[src/rtl/reg_file_sb.sv]
// Integer register file with per-register busy scoreboard.
// x0 reads as zero and is never busy. Issue marks a destination busy,
// writeback clears it, flush clears all busy state. Optional same-cycle
// writeback-to-read forwarding.
module reg_file_sb #(
    parameter int unsigned XLEN   = 32,
    parameter int unsigned NREGS  = 32,
    parameter int unsigned NRD    = 2,
    parameter int unsigned BYPASS = 1,
    localparam int unsigned AW    = $clog2(NREGS)
) (
    input  logic                clk_i,
    input  logic                rst_i,
    input  logic [NRD*AW-1:0]   rd_addr_i,
    output logic [NRD*XLEN-1:0] rd_data_o,
    output logic [NRD-1:0]      rd_busy_o,
    input  logic                wr_en_i,
    input  logic [AW-1:0]       wr_addr_i,
    input  logic [XLEN-1:0]     wr_data_i,
    input  logic                iss_en_i,
    input  logic [AW-1:0]       iss_addr_i,
    output logic                iss_ready_o,
    input  logic                flush_i,
    output logic [AW-1:0]       busy_cnt_o
);

    // Storage exists only for x1..x(NREGS-1).
    logic [XLEN-1:0]  regs_q [1:NREGS-1];
    logic [NREGS-1:1] busy_q, busy_d;
    logic [AW-1:0]    busy_cnt_q, busy_cnt_d;

    // Busy view with a constant-zero x0 slot so any address can index it.
    logic [NREGS-1:0] busy_full;
    logic             wr_hit;
    logic             iss_fire;
    logic             same_hit;
    logic             cnt_inc;
    logic             cnt_dec;

    assign busy_full = {busy_q, 1'b0};
    assign wr_hit    = wr_en_i && (wr_addr_i != '0);

    // A busy destination stalls issue unless this cycle's writeback frees it.
    assign iss_ready_o = !flush_i &&
                         ((iss_addr_i == '0) || !busy_full[iss_addr_i] ||
                          (wr_en_i && (wr_addr_i == iss_addr_i)));
    assign iss_fire    = iss_en_i && iss_ready_o && (iss_addr_i != '0);
    assign same_hit    = iss_fire && wr_hit && (wr_addr_i == iss_addr_i);

    // Issue to a register freed in the same cycle counts +1 against the -1 of
    // the writeback, so the count stays put while the bit stays set.
    assign cnt_inc = iss_fire && (!busy_full[iss_addr_i] || same_hit);
    assign cnt_dec = wr_hit && busy_full[wr_addr_i];

    for (genvar p = 0; p < NRD; p++) begin : g_rd
        logic [AW-1:0] ra;
        logic          fwd;
        assign ra  = rd_addr_i[p*AW +: AW];
        assign fwd = (BYPASS != 0) && wr_hit && (wr_addr_i == ra);
        assign rd_data_o[p*XLEN +: XLEN] = (ra == '0) ? '0 :
                                           fwd        ? wr_data_i : regs_q[ra];
        assign rd_busy_o[p] = (ra != '0) && !fwd && busy_full[ra];
    end

    // Next busy bits: writeback clears, issue sets (issue wins), flush clears all.
    always_comb begin
        busy_d = busy_q;
        for (int unsigned i = 1; i < NREGS; i++) begin
            if (wr_hit && (wr_addr_i == AW'(i))) busy_d[i] = 1'b0;
            if (iss_fire && (iss_addr_i == AW'(i))) busy_d[i] = 1'b1;
        end
        if (flush_i) busy_d = '0;
    end

    // Incremental popcount of the busy bits.
    always_comb begin
        busy_cnt_d = busy_cnt_q;
        if (flush_i) begin
            busy_cnt_d = '0;
        end else begin
            busy_cnt_d = busy_cnt_q + AW'(cnt_inc) - AW'(cnt_dec);
        end
    end

    // State update; synchronous reset overrides write, issue and flush.
    always_ff @(posedge clk_i) begin
        if (rst_i) begin
            for (int unsigned i = 1; i < NREGS; i++) regs_q[i] <= '0;
            busy_q     <= '0;
            busy_cnt_q <= '0;
        end else begin
            if (wr_hit) regs_q[wr_addr_i] <= wr_data_i;
            busy_q     <= busy_d;
            busy_cnt_q <= busy_cnt_d;
        end
    end

    assign busy_cnt_o = busy_cnt_q;

endmodule

[config.mk]
export PLATFORM = sky130hd
export DESIGN_NAME = reg_file_sb
export DESIGN_NICKNAME = d
export VERILOG_FILES = /design/src/rtl/reg_file_sb.sv
export SDC_FILE = /design/constraint.sdc
export NUM_CORES = 2
export LEC_CHECK = 0
export CORE_MARGIN = 3
export CORE_UTILIZATION = 62
export CTS_CLUSTER_DIAMETER = 120
export DETAILED_ROUTE_END_ITERATION = 12
export PLACE_DENSITY = 0.8
export RECOVER_POWER = 25
export SLEW_MARGIN = 20
export SYNTH_ARGS = -nofsm -noshare
export SYNTH_HDL_FRONTEND = slang
export SYNTH_SLANG_ARGS = --single-unit
[constraint.sdc]
create_clock -name clk_i -period 16.7 [get_ports clk_i]
set_input_delay 5.01 -clock clk_i [delete_from_list [all_inputs] [get_ports clk_i]]
set_output_delay 5.01 -clock clk_i [all_outputs]
set_load 0.01 [all_outputs]
==> results.yml <==
status:
  violations: "max-capacitance violations, max-slew violations"
  outcome: "finished, violations left"
critical_path:
  worst_path_most_repeated_cell: "buf_4"
  path_class: "in -> out"
  cp.required_ns: 11.69
  crit_fanout: 26
  cp_num_buf_inv: 5
  critPathTopFamily: "simple AND/OR/NAND/NOR gates"
  end_kind: "primary output"
  reg2reg_from: "busy_q[19]"
  worst_path_max_delay_cell: "nor2b_4"
  max_stage_delay_ns: 0.85
  arrival_ns: 9.28
  start_kind: "primary input"
  crit_chain: "clkdlybuf4s50_1 > buf_4 > or3_1 > o31ai_2 > nor4_2 > buf_4 > nor2b_4 > buf_4 > a22oi_1 > nand2_1 > clkdlybuf4s50_1"
  cp-startpoint: "wr_addr_i[0]"
power:
  max-vdd-ir-drop_mv: 0.0987
  power_density_nw_per_um2: 102
  p_leak_nw: 20.8
logic_synthesis:
  syn-cell-area_sq_um: 57000
  yosys.area.top_type: "edfxtp_1"
  ys_seq_area_frac: 0.552
  synth_common_cells: "edfxtp_1 (1024), and2_1 (873), mux4_2 (634)"
  syn_avg_cell_area_sq_um: 15.4
  post-synth-top-count-cell: "edfxtp_1"
  ys_warn_count: 0
  synthTopCellsByArea: "edfxtp_1 (54%), mux4_2 (25%), and2_1 (9.6%), clkbuf_1 (2.1%), a22oi_1 (1.7%)"
  ys_types: 53
  yosys_register_bits: 1060
  synthArstFlopShare: 0
  synth-main-ff-cell: "edfxtp_1"
  netlist_instances: 3698
  synth_edf_count: 1024
  synth_top_area_share: 0.539
clock_network:
  clockBufferDepth: 3
  path_clk_slew_ns: 0.06
  worstSkewPairLatency_ns: 0.70
  ctsResizeCount: 0
  cts_sinks: 1060
  tritoncts: "yes"
  postCtsSetupRepairBufs: 0
  cts-root-buf: "clkbuf_16"
  tritoncts.num_buffers: 108
  cts.htree.levels: 3
  cts_hold_buffers: 0
route:
  drt-total-wl_mm: 180
  drc: 0
  via_per_inst: 7.53
  firstDrtPassIters: 6
  dr.first_iter.drc_count: 6225
  num_vias: 37300
  ant_nets: 0
  wl_per_cell_um: 36.3
layout:
  finalNonFillerCells: 4955
  fin_area_sq_um: 62800
  syn2layout_area_growth_pct: 10.0
  nets: 3750
  drive_gt1_frac: 0.255
  fillerInstances: 5713
  regArea_sq_um: 31500
  multi_input_area_sq_um: 24300
  fin_util: 0.693
floorplan:
  die_area_sq_um: 95700
  io_pins: 129
  coreArea_sq_um: 90600
  die_x_um: 309
  start_util: 0.630
  num_rows: 110
  die_h_um: 309
timing:
  min_period_ns: 14.29
  finalCritPeriodShare: 0.856
  setup_viol: 0
  hold_violations: 0
  max_slew_margin: -1.64
  tns_ns: 0
  rsz0062_at_grt: "false"
  finalClockSkew_ns: 0.0334
  fin_ws_ns: 2.41
  worst_slew_pin_slew_ns: 3.96
  slew_violations: 1011
  max_freq_mhz: 70.0
global_route:
  overflow: 0
  grt_usage: 0.382
  grt_pass1_vias: 38400
  grt_start_max_net_pins: 136
  antenna_found_initial: 10
  grt_pass1_wl_mm: 260
worst_hold_path:
  min_from: "busy_q[17]"
  holdCritPathClass: "reg -> reg"
run:
  cap_violations: 29
place:
  gp_congestion: 0.942
  hpwl_mm: 105
  post_dp_cell_area_sq_um: 59600
  pre_cts_slack_ns: 2.45
  portBuffers: 128
  dp.cells: 4753
[cell usage in the layout, fill, tap and decap left out, types with 16 or more instances in the layout]
master,n
nor2_2,26
a22oi_1,130
nor3_1,110
clkdlybuf4s50_1,90
and2_1,770
nand2_1,128
dfxtp_1,36
clkinv_2,18
clkbuf_16,109
clkinv_1,24
buf_4,87
nor4_1,26
a21oi_1,41
edfxtp_1,1024
mux4_2,634
dlygate4sd3_1,16
and2_0,103
nand2b_2,24
clkbuf_1,64
nand3_1,23
nor2_1,54
conb_1,32
[worst paths after layout]
check	to	slack [ns]	cells past startpoint
min	busy_q[17]	0.53	2
max	rd_data_o[31]	2.41	11
min reg2reg	busy_q[17]	0.53	2
max reg2reg	busy_cnt_o[4]	13.01	16
[per-layer routing]
metal | global-route usage | vias to the layer above | part of all wire
met5 | 0 | - | 0.00032
met4 | 0.203 | 8 | 0.060
met3 | 0.117 | 720 | 0.15
met2 | 0.593 | 3393 | 0.47
met1 | 0.492 | 18800 | 0.32
li1 | - | 14400 | -
[report_power, final]
group / internal, mW / total, mW / switching [mW]
Sequential: 3.06 / 3.14 / 0.0777
Combinational: 0.374 / 0.857 / 0.483
Clock: 1.32 / 2.38 / 1.06
[logic make-up (layout without fill, tap and decap cells)]
| kind of cell | Yosys count | count (layout) | synth area share |
|---|---|---|---|
| simple gates | 1322 | 1322 | 0.133 |
| flops | 1060 | 1060 | 0.552 |
| mux | 650 | 650 | 0.253 |
| buf+inv | 412 | 458 | 0.0286 |
| compound gates | 229 | 229 | 0.0289 |
| xor+xnor | 18 | 18 | 0.00276 |
| fa+ha+maj | 6 | 6 | 0.00145 |
| other cells | 1 | 36 | 0.0000657 |
[worst reg2reg max path: stages (launching register included)]
cell and delay, ns:
dfxtp_1 0.42, mux2i_1 0.11, a221oi_1 0.46, a221oi_2 0.14, a221oi_2 0.64, inv_1 0.16
nand3b_1 0.14, ha_1 0.23, inv_1 0.05, ha_1 0.22, inv_1 0.08, fa_1 0.39
inv_1 0.10, a21o_1 0.14, a21oi_1 0.08, xnor2_1 0.15, nor2_1 0.05
[final cells by class]
class	instances	area share
timing repair buffer	245	0.0330
clock inverter	62	0.00935
clock buffer	136	0.0452
sequential	1060	0.501
multi-input combinational	2257	0.387
inverter	15	0.000897
tap	1176	0.0234
antenna	4	0.000159
[metrics by stage]
stage / hold WS, ns / power (mW)
4_1_cts: 0.524 / 6.36
2_1_floorplan: 0.465 / 3.68
3_3_place_gp: 0.515 / 3.99
6_report: 0.529 / 6.38
3_5_place_dp: 0.514 / 4.03
5_1_grt: 0.550 / 6.52
[flip-flops by register name (all words and copies together), names as in the netlist]
signal	count
busy_cnt_o	5
busy_q	31
regs_q	1024
Power figures use the tool's default switching activity.
